<file path="src/rtl/data_mem_responder_if.sv">
// Initiator/responder bus for the wait-stated data memory.
// The master drives request signals; the slave returns data, stall and error flags.
interface data_mem_responder_if #(
   parameter int WORD_SIZE = 16
);
   logic [WORD_SIZE-1:0] DataAddr;
   logic [WORD_SIZE-1:0] DataOut;
   logic                 ReadData;
   logic                 WriteData;
   logic                 ErrClear;
   logic [WORD_SIZE-1:0] DataIn;
   logic                 DataWaitreq;
   logic                 ProtoErr;
   logic                 AddrErr;

   modport master (
      output DataAddr, DataOut, ReadData, WriteData, ErrClear,
      input  DataIn, DataWaitreq, ProtoErr, AddrErr
   );

   modport slave (
      input  DataAddr, DataOut, ReadData, WriteData, ErrClear,
      output DataIn, DataWaitreq, ProtoErr, AddrErr
   );
endinterface

</file>
<file path="src/rtl/data_mem_responder.sv">
// Wait-stated single-port data memory responder with sticky protocol and address error flags.
// Handshake: a request (ReadData|WriteData) is held stable while DataWaitreq is high; the access completes in the one cycle DataWaitreq is low (ACK).
module data_mem_responder #(
   parameter int WORD_SIZE   = 16,
   parameter int DEPTH       = 256,
   parameter int WAIT_CYCLES = 2
) (
   input  logic                  Clock,
   input  logic                  Reset,
   data_mem_responder_if.slave   bus,
   output logic [1:0]            dbg_state
);
   localparam int AW = (DEPTH > 1) ? $clog2(DEPTH) : 1;

   localparam logic [1:0] IDLE = 2'd0;
   localparam logic [1:0] WAIT = 2'd1;
   localparam logic [1:0] ACK  = 2'd2;

   localparam logic [WORD_SIZE:0] DEPTH_LIM = (WORD_SIZE + 1)'(DEPTH);
   localparam logic [3:0]         CNT_LOAD  = 4'(WAIT_CYCLES - 1);

   logic [1:0]           state;
   logic [3:0]           cnt;
   logic [AW-1:0]        lat_idx;
   logic [WORD_SIZE-1:0] lat_wdata;
   logic                 lat_write;
   logic                 lat_in_range;
   logic [WORD_SIZE-1:0] rd_reg;
   logic                 proto_err;
   logic                 addr_err;

   logic [WORD_SIZE-1:0] mem [DEPTH];

   logic req;
   logic both_req;
   logic addr_in_range;
   logic proto_evt;
   logic addr_evt;
   logic commit;
   logic rd_load;

   always_comb begin
      req           = bus.ReadData | bus.WriteData;
      both_req      = bus.ReadData & bus.WriteData;
      // Range check uses the full address even though decoding uses only the low bits.
      addr_in_range = ({1'b0, bus.DataAddr} < DEPTH_LIM);
      proto_evt     = ((state == IDLE) && both_req) || ((state == WAIT) && !req);
      addr_evt      = (state == IDLE) && req && !addr_in_range;
      commit        = (state == ACK) && lat_write && lat_in_range;
      rd_load       = (state == WAIT) && req && (cnt == 4'd0) && !lat_write;
   end

   always_ff @(posedge Clock or posedge Reset) begin
      if (Reset) begin
         state        <= IDLE;
         cnt          <= 4'd0;
         lat_idx      <= '0;
         lat_wdata    <= '0;
         lat_write    <= 1'b0;
         lat_in_range <= 1'b0;
      end else begin
         case (state)
            IDLE: begin
               if (req) begin
                  lat_idx      <= bus.DataAddr[AW-1:0];
                  lat_wdata    <= bus.DataOut;
                  lat_write    <= bus.WriteData;
                  lat_in_range <= addr_in_range;
                  cnt          <= CNT_LOAD;
                  state        <= WAIT;
               end
            end
            WAIT: begin
               // A dropped request abandons the access; nothing is committed.
               if (!req) begin
                  state <= IDLE;
               end else if (cnt == 4'd0) begin
                  state <= ACK;
               end else begin
                  cnt <= cnt - 4'd1;
               end
            end
            ACK:     state <= IDLE;
            default: state <= IDLE;
         endcase
      end
   end

   always_ff @(posedge Clock or posedge Reset) begin
      if (Reset) begin
         rd_reg <= '0;
      end else if (rd_load) begin
         rd_reg <= lat_in_range ? mem[lat_idx] : '0;
      end
   end

   // New error events win over a same-cycle clear.
   always_ff @(posedge Clock or posedge Reset) begin
      if (Reset) begin
         proto_err <= 1'b0;
         addr_err  <= 1'b0;
      end else begin
         proto_err <= proto_evt | (proto_err & ~bus.ErrClear);
         addr_err  <= addr_evt  | (addr_err  & ~bus.ErrClear);
      end
   end

   always_ff @(posedge Clock) begin
      if (commit) begin
         mem[lat_idx] <= lat_wdata;
      end
   end

   always_comb begin
      case (state)
         IDLE:    bus.DataWaitreq = req;
         WAIT:    bus.DataWaitreq = 1'b1;
         default: bus.DataWaitreq = 1'b0;
      endcase
      bus.DataIn   = ((state == ACK) && !lat_write) ? rd_reg : '0;
      bus.ProtoErr = proto_err;
      bus.AddrErr  = addr_err;
      dbg_state    = state;
   end
endmodule

</file>
<file path="src/flat_wrapper.sv">
// flat-port wrapper written by rule: the top's interface ports become plain ports
module data_mem_responder_flat 
#(
   parameter int WORD_SIZE   = 16,
   parameter int DEPTH       = 256,
   parameter int WAIT_CYCLES = 2
)
  (Clock, Reset, dbg_state, bus_DataAddr, bus_DataOut, bus_ReadData, bus_WriteData, bus_ErrClear, bus_DataIn, bus_DataWaitreq, bus_ProtoErr, bus_AddrErr);
  data_mem_responder_if #(.WORD_SIZE(WORD_SIZE)) bus_i ();
  input  logic Clock;
  input  logic Reset;
  output logic [1:0] dbg_state;
  input wire logic [$bits(bus_i.DataAddr)-1:0] bus_DataAddr;
  input wire logic [$bits(bus_i.DataOut)-1:0] bus_DataOut;
  input wire logic [$bits(bus_i.ReadData)-1:0] bus_ReadData;
  input wire logic [$bits(bus_i.WriteData)-1:0] bus_WriteData;
  input wire logic [$bits(bus_i.ErrClear)-1:0] bus_ErrClear;
  output wire logic [$bits(bus_i.DataIn)-1:0] bus_DataIn;
  output wire logic [$bits(bus_i.DataWaitreq)-1:0] bus_DataWaitreq;
  output wire logic [$bits(bus_i.ProtoErr)-1:0] bus_ProtoErr;
  output wire logic [$bits(bus_i.AddrErr)-1:0] bus_AddrErr;
  assign bus_i.DataAddr = bus_DataAddr;
  assign bus_i.DataOut = bus_DataOut;
  assign bus_i.ReadData = bus_ReadData;
  assign bus_i.WriteData = bus_WriteData;
  assign bus_i.ErrClear = bus_ErrClear;
  assign bus_DataIn = bus_i.DataIn;
  assign bus_DataWaitreq = bus_i.DataWaitreq;
  assign bus_ProtoErr = bus_i.ProtoErr;
  assign bus_AddrErr = bus_i.AddrErr;
  data_mem_responder #(.WORD_SIZE(WORD_SIZE), .DEPTH(DEPTH), .WAIT_CYCLES(WAIT_CYCLES)) u_core (.Clock(Clock), .Reset(Reset), .bus(bus_i), .dbg_state(dbg_state));
endmodule
</file>
<file path="config.mk">
export PLATFORM = sky130hd
export DESIGN_NAME = data_mem_responder_flat
export DESIGN_NICKNAME = d
export VERILOG_FILES = /design/src/rtl/data_mem_responder_if.sv /design/src/rtl/data_mem_responder.sv /design/src/flat_wrapper.sv
export SDC_FILE = /design/constraint.sdc
export NUM_CORES = 2
export LEC_CHECK = 0
export CAP_MARGIN = 20
export CORE_MARGIN = 2
export CORE_UTILIZATION = 57
export DETAILED_ROUTE_END_ITERATION = 8
export PLACE_DENSITY = 0.74
export SLEW_MARGIN = 20
export SYNTH_ARGS = -nofsm -noshare
export SYNTH_HDL_FRONTEND = slang
export SYNTH_SLANG_ARGS = --single-unit
</file>
<file path="constraint.sdc">
create_clock -name Clock -period 3.7 [get_ports Clock]
set_input_delay 0.555 -clock Clock [delete_from_list [all_inputs] [get_ports Clock]]
set_output_delay 0.555 -clock Clock [all_outputs]
set_load 0.005 [all_outputs]
</file>
Yosys cells after proc, flatten, opt, wreduce, memory -nomap -nowiden

Memory sizes are Yosys's and may differ from the RTL's.
Index checks and enable logic that the tools add are counted.

RAM bits: 4,096
Input bits: 37
ROM bits: 0
Bits in latches: 0
Output and inout bits: 21
Memories kept: 1
Word-level logic and storage cells: 58
Register bits: 50

$mul: 0
Divide/modulo/power cells: 0
Add/sub/neg operators: 1
Eq/ne operators: 6
Order comparisons: 1
Bitwise logic cells: 7
Reductions and logical operators: 20
Multiplexer cells: 13
Shift operators: 0

Memories:

| memory     | depth | bits a word | read ports | clocked after Yosys merged registers in | wr ports | RTL line                 | RTL |
|---|---|---|---|---|---|---|---|
| u_core.mem | 256   | 16          | 1          | 0                                       | 1        | data_mem_responder.sv:32 | `logic [WORD_SIZE-1:0] mem [DEPTH];` |

Operators by type and width:

| cell                  | number |
|---|---|
| $mux W16              | 2 |
| $lt A16 B9 Y1 const B | 1 |
| $mux W4               | 3 |
| $logic_and A1 B1 Y1   | 10 |
| $pmux W4 S2           | 1 |
| $mux W2               | 3 |
| $logic_not A4 Y1      | 1 |
| $ne A2 B1 Y1 const B  | 2 |
| $pmux W2 S2           | 1 |
| $reduce_and A2 Y1     | 2 |
| $reduce_and A4 Y1     | 1 |
| $sub A4 B1 Y4 const B | 1 |
| $and A1 B1 Y1         | 3 |
| $logic_not A1 Y1      | 3 |
| $ne A3 B3 Y1 const B  | 1 |
| $or A1 B1 Y1          | 3 |
| $eq A2 B1 Y1 const B  | 1 |
| $eq A2 B2 Y1 const B  | 1 |
| $logic_not A2 Y1      | 1 |
| $mux W1               | 2 |
| $ne A2 B2 Y1 const B  | 1 |
| $pmux W1 S2           | 1 |
| $reduce_bool A2 Y1    | 1 |
| $logic_or A1 B1 Y1    | 1 |
| $not A1 Y1            | 1 |

Logic depth before layout (Yosys ltp)

Depth after elaboration: 5
Gate-level depth with buffers: 12

Least setup slack after synthesis

OpenSTA, ideal clock, no wires.

Kind: register -> register
Start: register u_core.lat_wdata[0]
End: memory u_core.mem[0][0], data pin
Arrival time: 3.181 ns
Stages on the path, launching flop included: 1
Setup slack: -0.284 ns
Buffers on the path: 0
Required time: 2.897 ns
Clock period less this slack: 3.984 ns
Path through: dfrtp_1

RTL lines:

| element                | RTL line                 | RTL |
|---|---|---|
| from (decl)            | data_mem_responder.sv:25 | `logic [WORD_SIZE-1:0] lat_wdata;` |
| from (signal assigned) | data_mem_responder.sv:66 | `lat_wdata <= bus.DataOut;` |
| to (decl)              | data_mem_responder.sv:32 |  |

Straight into the memory's write port.

Final worst setup path

Start: register u_core.lat_idx[1]
End: register u_core.rd_reg[8]

Word-level cells in the longest chain between the ends: 2

RTL lines:

| element                | RTL line                 | RTL |
|---|---|---|
| from (decl)            | data_mem_responder.sv:24 | `logic [AW-1:0] lat_idx;` |
| from (signal assigned) | data_mem_responder.sv:65 | `lat_idx <= bus.DataAddr[AW-1:0];` |
| $mem_v2 Z256 W16       | -                        |  |
| $mux W16               | data_mem_responder.sv:93 | `rd_reg <= lat_in_range ? mem[lat_idx] : '0;` |
| to (signal assigned)   | data_mem_responder.sv:93 |  |
| to (decl)              | data_mem_responder.sv:28 | `logic [WORD_SIZE-1:0] rd_reg;` |

No other way between the ends.
A chain may end at the register's enable or synchronous reset.

==> impl_summary.md <==
Run status
The run finished, with violations left. The final reports fail on negative setup slack.

Synthesis
Among all cell types in the netlist, the one instantiated most often is sky130_fd_sc_hd__edfxtp_1. Synthesis produced 7487 cells. After synthesis, the netlist uses 56 different library cells. The fraction of the yosys area taken by sequential cells is 0.7822. Summing every instance area after synthesis gives 158800 sq um. After synthesis, the largest family of logic cells by area is multiplexers. By area the synthesized netlist is led by sky130_fd_sc_hd__edfxtp_1 77%, sky130_fd_sc_hd__mux4_2 12%, sky130_fd_sc_hd__mux2i_1 3.0%.

Of the post-synthesis cell area, the dominant cell type holds 0.7744. Counting instances in the post-synthesis netlist gives the leading cell types as 4096 x sky130_fd_sc_hd__edfxtp_1, 830 x sky130_fd_sc_hd__mux4_2, 480 x sky130_fd_sc_hd__mux2i_1. The fraction of the mapped netlist area in adder cells is 0.0001575. The cell taking the most area after synthesis is sky130_fd_sc_hd__edfxtp_1. The portion of synthesized area spent on multiplexers is 0.1494. The number of flops mapped to enable cells by yosys is between 4000 and 5000. The synthesized design contains 4146 register bits. The top flip-flop cell by instance count after synthesis is sky130_fd_sc_hd__edfxtp_1. For this run, asynchronously set or reset flops after synthesis account for 0.01206.

The XOR/XNOR share of the synthesized area is 0.0001103. Of the total synthesized cell area, the portion taken by AND, OR, NAND and NOR gates is 0.02296. The number of warning messages in the yosys log is 0. The share of the synthesized area in compound gates (AO/OA/AOI/OAI) came to 0.03208. Each instance of the synthesized netlist takes up on average ~21 sq um. The number of nets in the synthesized netlist is 7526.

Routing
The first routing iteration left 12390 violations. In the routed layout, each cell is associated on average with a via count of slightly below 7. The via count is 82800.

Summed over all layers, the routed wires come to 417600 microns. The detail route stage leaves a number of antenna-violating nets equal to 0. The number of detailed-routing iterations run before antenna repair is 6. The average wire per standard cell is ~34 microns.

The DRC violation count after routing is 0.

Worst setup path
On the worst path, the slowest cell contributes a delay of 0.72 ns. The worst setup path is captured at a flop. Data arrives at the worst endpoint at ~4.7 ns. The number of cells on the worst reg-to-reg path is 8. Traced cell by cell, the critical path runs through buf_12 -> or3b_2 -> o221ai_1 -> nand3_1 -> nand3_1 -> o22ai_2 -> o211ai_1 -> a32o_1. Of all nets on the critical path, the largest fanout is 20. Data on the critical path is required at its endpoint by 4.55 ns. The start-to-end type of the worst setup path is reg -> reg. The most numerous cell type found on the critical path is sky130_fd_sc_hd__nand3_1.

The startpoint class of the critical path is a flop. For this design, the slowest cell found on the critical path is sky130_fd_sc_hd__or3b_2.

GRT
The global-route total usage across every layer is 0.2912. The first global-routing pass estimated 591900 microns of wire. The number of global-route vias before repair is 81760. The initial antenna violation count is 18. The largest net degree at the start of global routing is 158. After global routing the overflow that remains totals 0.

Clock tree
CTS saw 4146 sinks. The TritonCTS clock tree is built. Counting along the longest clock path gives a buffer depth of 4. Clock tree synthesis selected as its root buffer the cell sky130_fd_sc_hd__clkbuf_16. Clock latency on the worst-skew pair, taken at its later pin, is 1.00 ns. Clock-pin slew was measured on the worst setup and hold paths at approximately 0.06 ns. The TritonCTS buffer count is 404. The clock tree synthesis step divided the H-tree into 5 levels.

Timing
Setup violations remaining at the end of the flow were counted as 5. In the final timing run, aggregate negative setup slack is -0.2221 ns. Between clock sinks in the finished design, the worst skew comes to 0.1027 ns. The count of final max-slew check failures came to 0. Static timing analysis puts the maximum clock frequency at between 200 and 300 MHz. The number of hold-slack violations in the final timing report is 0. The final worst setup slack is -0.09873 ns. Setup repair after global routing could not meet its margin everywhere. The remaining max-slew budget at the tightest pin is 0.2042. The routed design could run at a clock period as short as 3.799 ns. The final-layout worst hold slack is around 0.19 ns.

In the finished design, the share of the clock period the worst path needs comes to 1.027. At the pin with the least slew margin, the transition time is about 1.2 ns.

Pwr
The clock network fraction of total power is 0.278. The net switching share of the total power is 0.3265. The share of total power dissipated in sequential elements is 0.420. VDD sags by at most 1.351 mV.

The internal portion of the total power is 98.32 mW. Summed over all cells, the static leakage comes to 58.66 nW. The portion of total power attributed to combinational logic is 0.301. Power spread over the standard cell area amounts to 799.1 nW/um^2. In this run the power spent charging and discharging nets is 47.68 mW.

Layout
In the final design database the tool counted 8276 nets. The fill cell instance count of the final layout is roughly 17000. The share of final-layout standard cells stronger than drive strength 1 is 0.2617. Compared with the post-synthesis result, the final layout area differs by 15.03%.

The flip-flop count of the largest register, all copies and words added is 4096. Summing all multi-input logic gate instances after layout gives between 30000 and 40000 sq um. Registers take ~120000 sq um.

Placement
The final weighted congestion of routability-driven global placement is 0.9194. Once detailed placement completed, the half-perimeter wirelength came to 249400 microns. The count of buffers added on input and output ports is 57.

Floorplanning
In this run the core area contains 193 standard-cell rows. In this run the standard cell core region covers around 280000 sq um. The die covers 282900 sq um. The height of the die is 531.9 microns. The overall die width is 531.9 microns. The starting density of the core is 0.5740. Pin placement for this block handled 58 I/O pins.

Job
Across the run, the number of max-cap violations was 0.

Min path
In this run the worst hold path is classified as in -> reg. Counting instances, the worst hold path has a depth of 2.
[cells by family after synthesis]
family                   after synthesis
flip-flops                          4146
multiplexers                        1331
AND/OR/NAND/NOR                      807
AO/OA/AOI/OAI                        733
buffers and inverters                466
XOR/XNOR                               2
adder cells (fa/ha/maj)                2
[repair_timing]
item,CTS,global route
endpoints found under the hold margin,19,0
setup buffers,4,18
gates resized for setup,10,22
setup endpoints to repair,14,12
cloned,1,4
pin swaps,4,11
hold buffers,1,0
[per-stage QoR]
stage	total power, mW	std cells	setup slack, ns	util	cell area, sq um
after floorplan	85.17	7487	0.5247	-	158900
after global placement	103.7	11510	-0.4434	0.6110	169100
after detailed placement	104.7	11510	-0.5121	0.6110	169100
after CTS	145.1	12260	-0.02535	0.6588	182300
after global routing	149.6	12280	-0.02513	0.6602	182700
final	146.0	12290	-0.09873	0.6602	182700
[cell usage in the layout (no fill, tap or decap), types with 32 or more instances in the layout]
cell type	synthesis	layout
sky130_fd_sc_hd__buf_12	0	116
sky130_fd_sc_hd__a32oi_1	32	32
sky130_fd_sc_hd__a21oi_1	90	90
sky130_fd_sc_hd__edfxtp_1	4096	4096
sky130_fd_sc_hd__a22oi_1	165	164
sky130_fd_sc_hd__mux2i_1	480	480
sky130_fd_sc_hd__bufinv_16	0	35
sky130_fd_sc_hd__nand2_1	142	131
sky130_fd_sc_hd__o22ai_1	108	101
sky130_fd_sc_hd__nor2_1	342	338
sky130_fd_sc_hd__a221oi_1	46	46
sky130_fd_sc_hd__o211ai_1	79	79
sky130_fd_sc_hd__clkinv_1	2	90
sky130_fd_sc_hd__clkbuf_1	229	91
sky130_fd_sc_hd__nand4_1	53	53
sky130_fd_sc_hd__clkbuf_16	0	415
sky130_fd_sc_hd__clkinv_2	0	79
sky130_fd_sc_hd__nand3_1	140	139
sky130_fd_sc_hd__nor3_1	39	36
sky130_fd_sc_hd__buf_4	11	610
sky130_fd_sc_hd__clkdlybuf4s50_1	0	57
sky130_fd_sc_hd__mux4_2	830	830
sky130_fd_sc_hd__o21ai_0	86	84
[worst max-delay path: cells and delay by family (launching register included)]
family | cells | cell delay [ns]
buffers and inverters | 1 | 0.21
DFF | 1 | 0.57
and+or+nand+nor | 3 | 1.24
AOI/OAI and AO/OA | 4 | 1.66
[area by class of cell]
type / instances / share of cell area
clock inverter: 243 / 0.01339
clock buffer: 504 / 0.05831
timing repair buffer: 801 / 0.04304
inverter: 9 / 0.0002260
antenna: 8 / 0.0001096
sequential: 4146 / 0.6805
multi-input combinational: 2875 / 0.1791
tap: 3705 / 0.02537
[power by group through the flow]
stage	clock (mW)	combinational [mW]	sequential, mW
after floorplan	0	21.2	64.0
after global placement	0	41.5	62.2
after detailed placement	0	42.3	62.4
after CTS	40.9	42.9	61.4
after global routing	42.7	45.5	61.4
final	40.6	44.0	61.4
[routing by layer]
layer  GRT usage  routed length [microns]
met5           0                       46
met4      0.1231                    19120
met3     0.06576                    50960
met2      0.4527                   198300
met1      0.4030                   149200
[worst paths after layout]
path                                         start              endpoint  slack [ns]
worst max-delay path             u_core.lat_idx[1]      u_core.rd_reg[8]        -0.1
worst min register to register  u_core.bus.AddrErr    u_core.bus.AddrErr        0.54
worst min-delay path                  bus_ErrClear   u_core.bus.ProtoErr        0.19
worst max register to register   u_core.lat_idx[1]      u_core.rd_reg[8]        -0.1
min in group asynchronous                    Reset  u_core.lat_wdata[13]        0.55
max in group asynchronous                    Reset   u_core.lat_wdata[0]        2.67
Power figures use the tool's default switching activity.
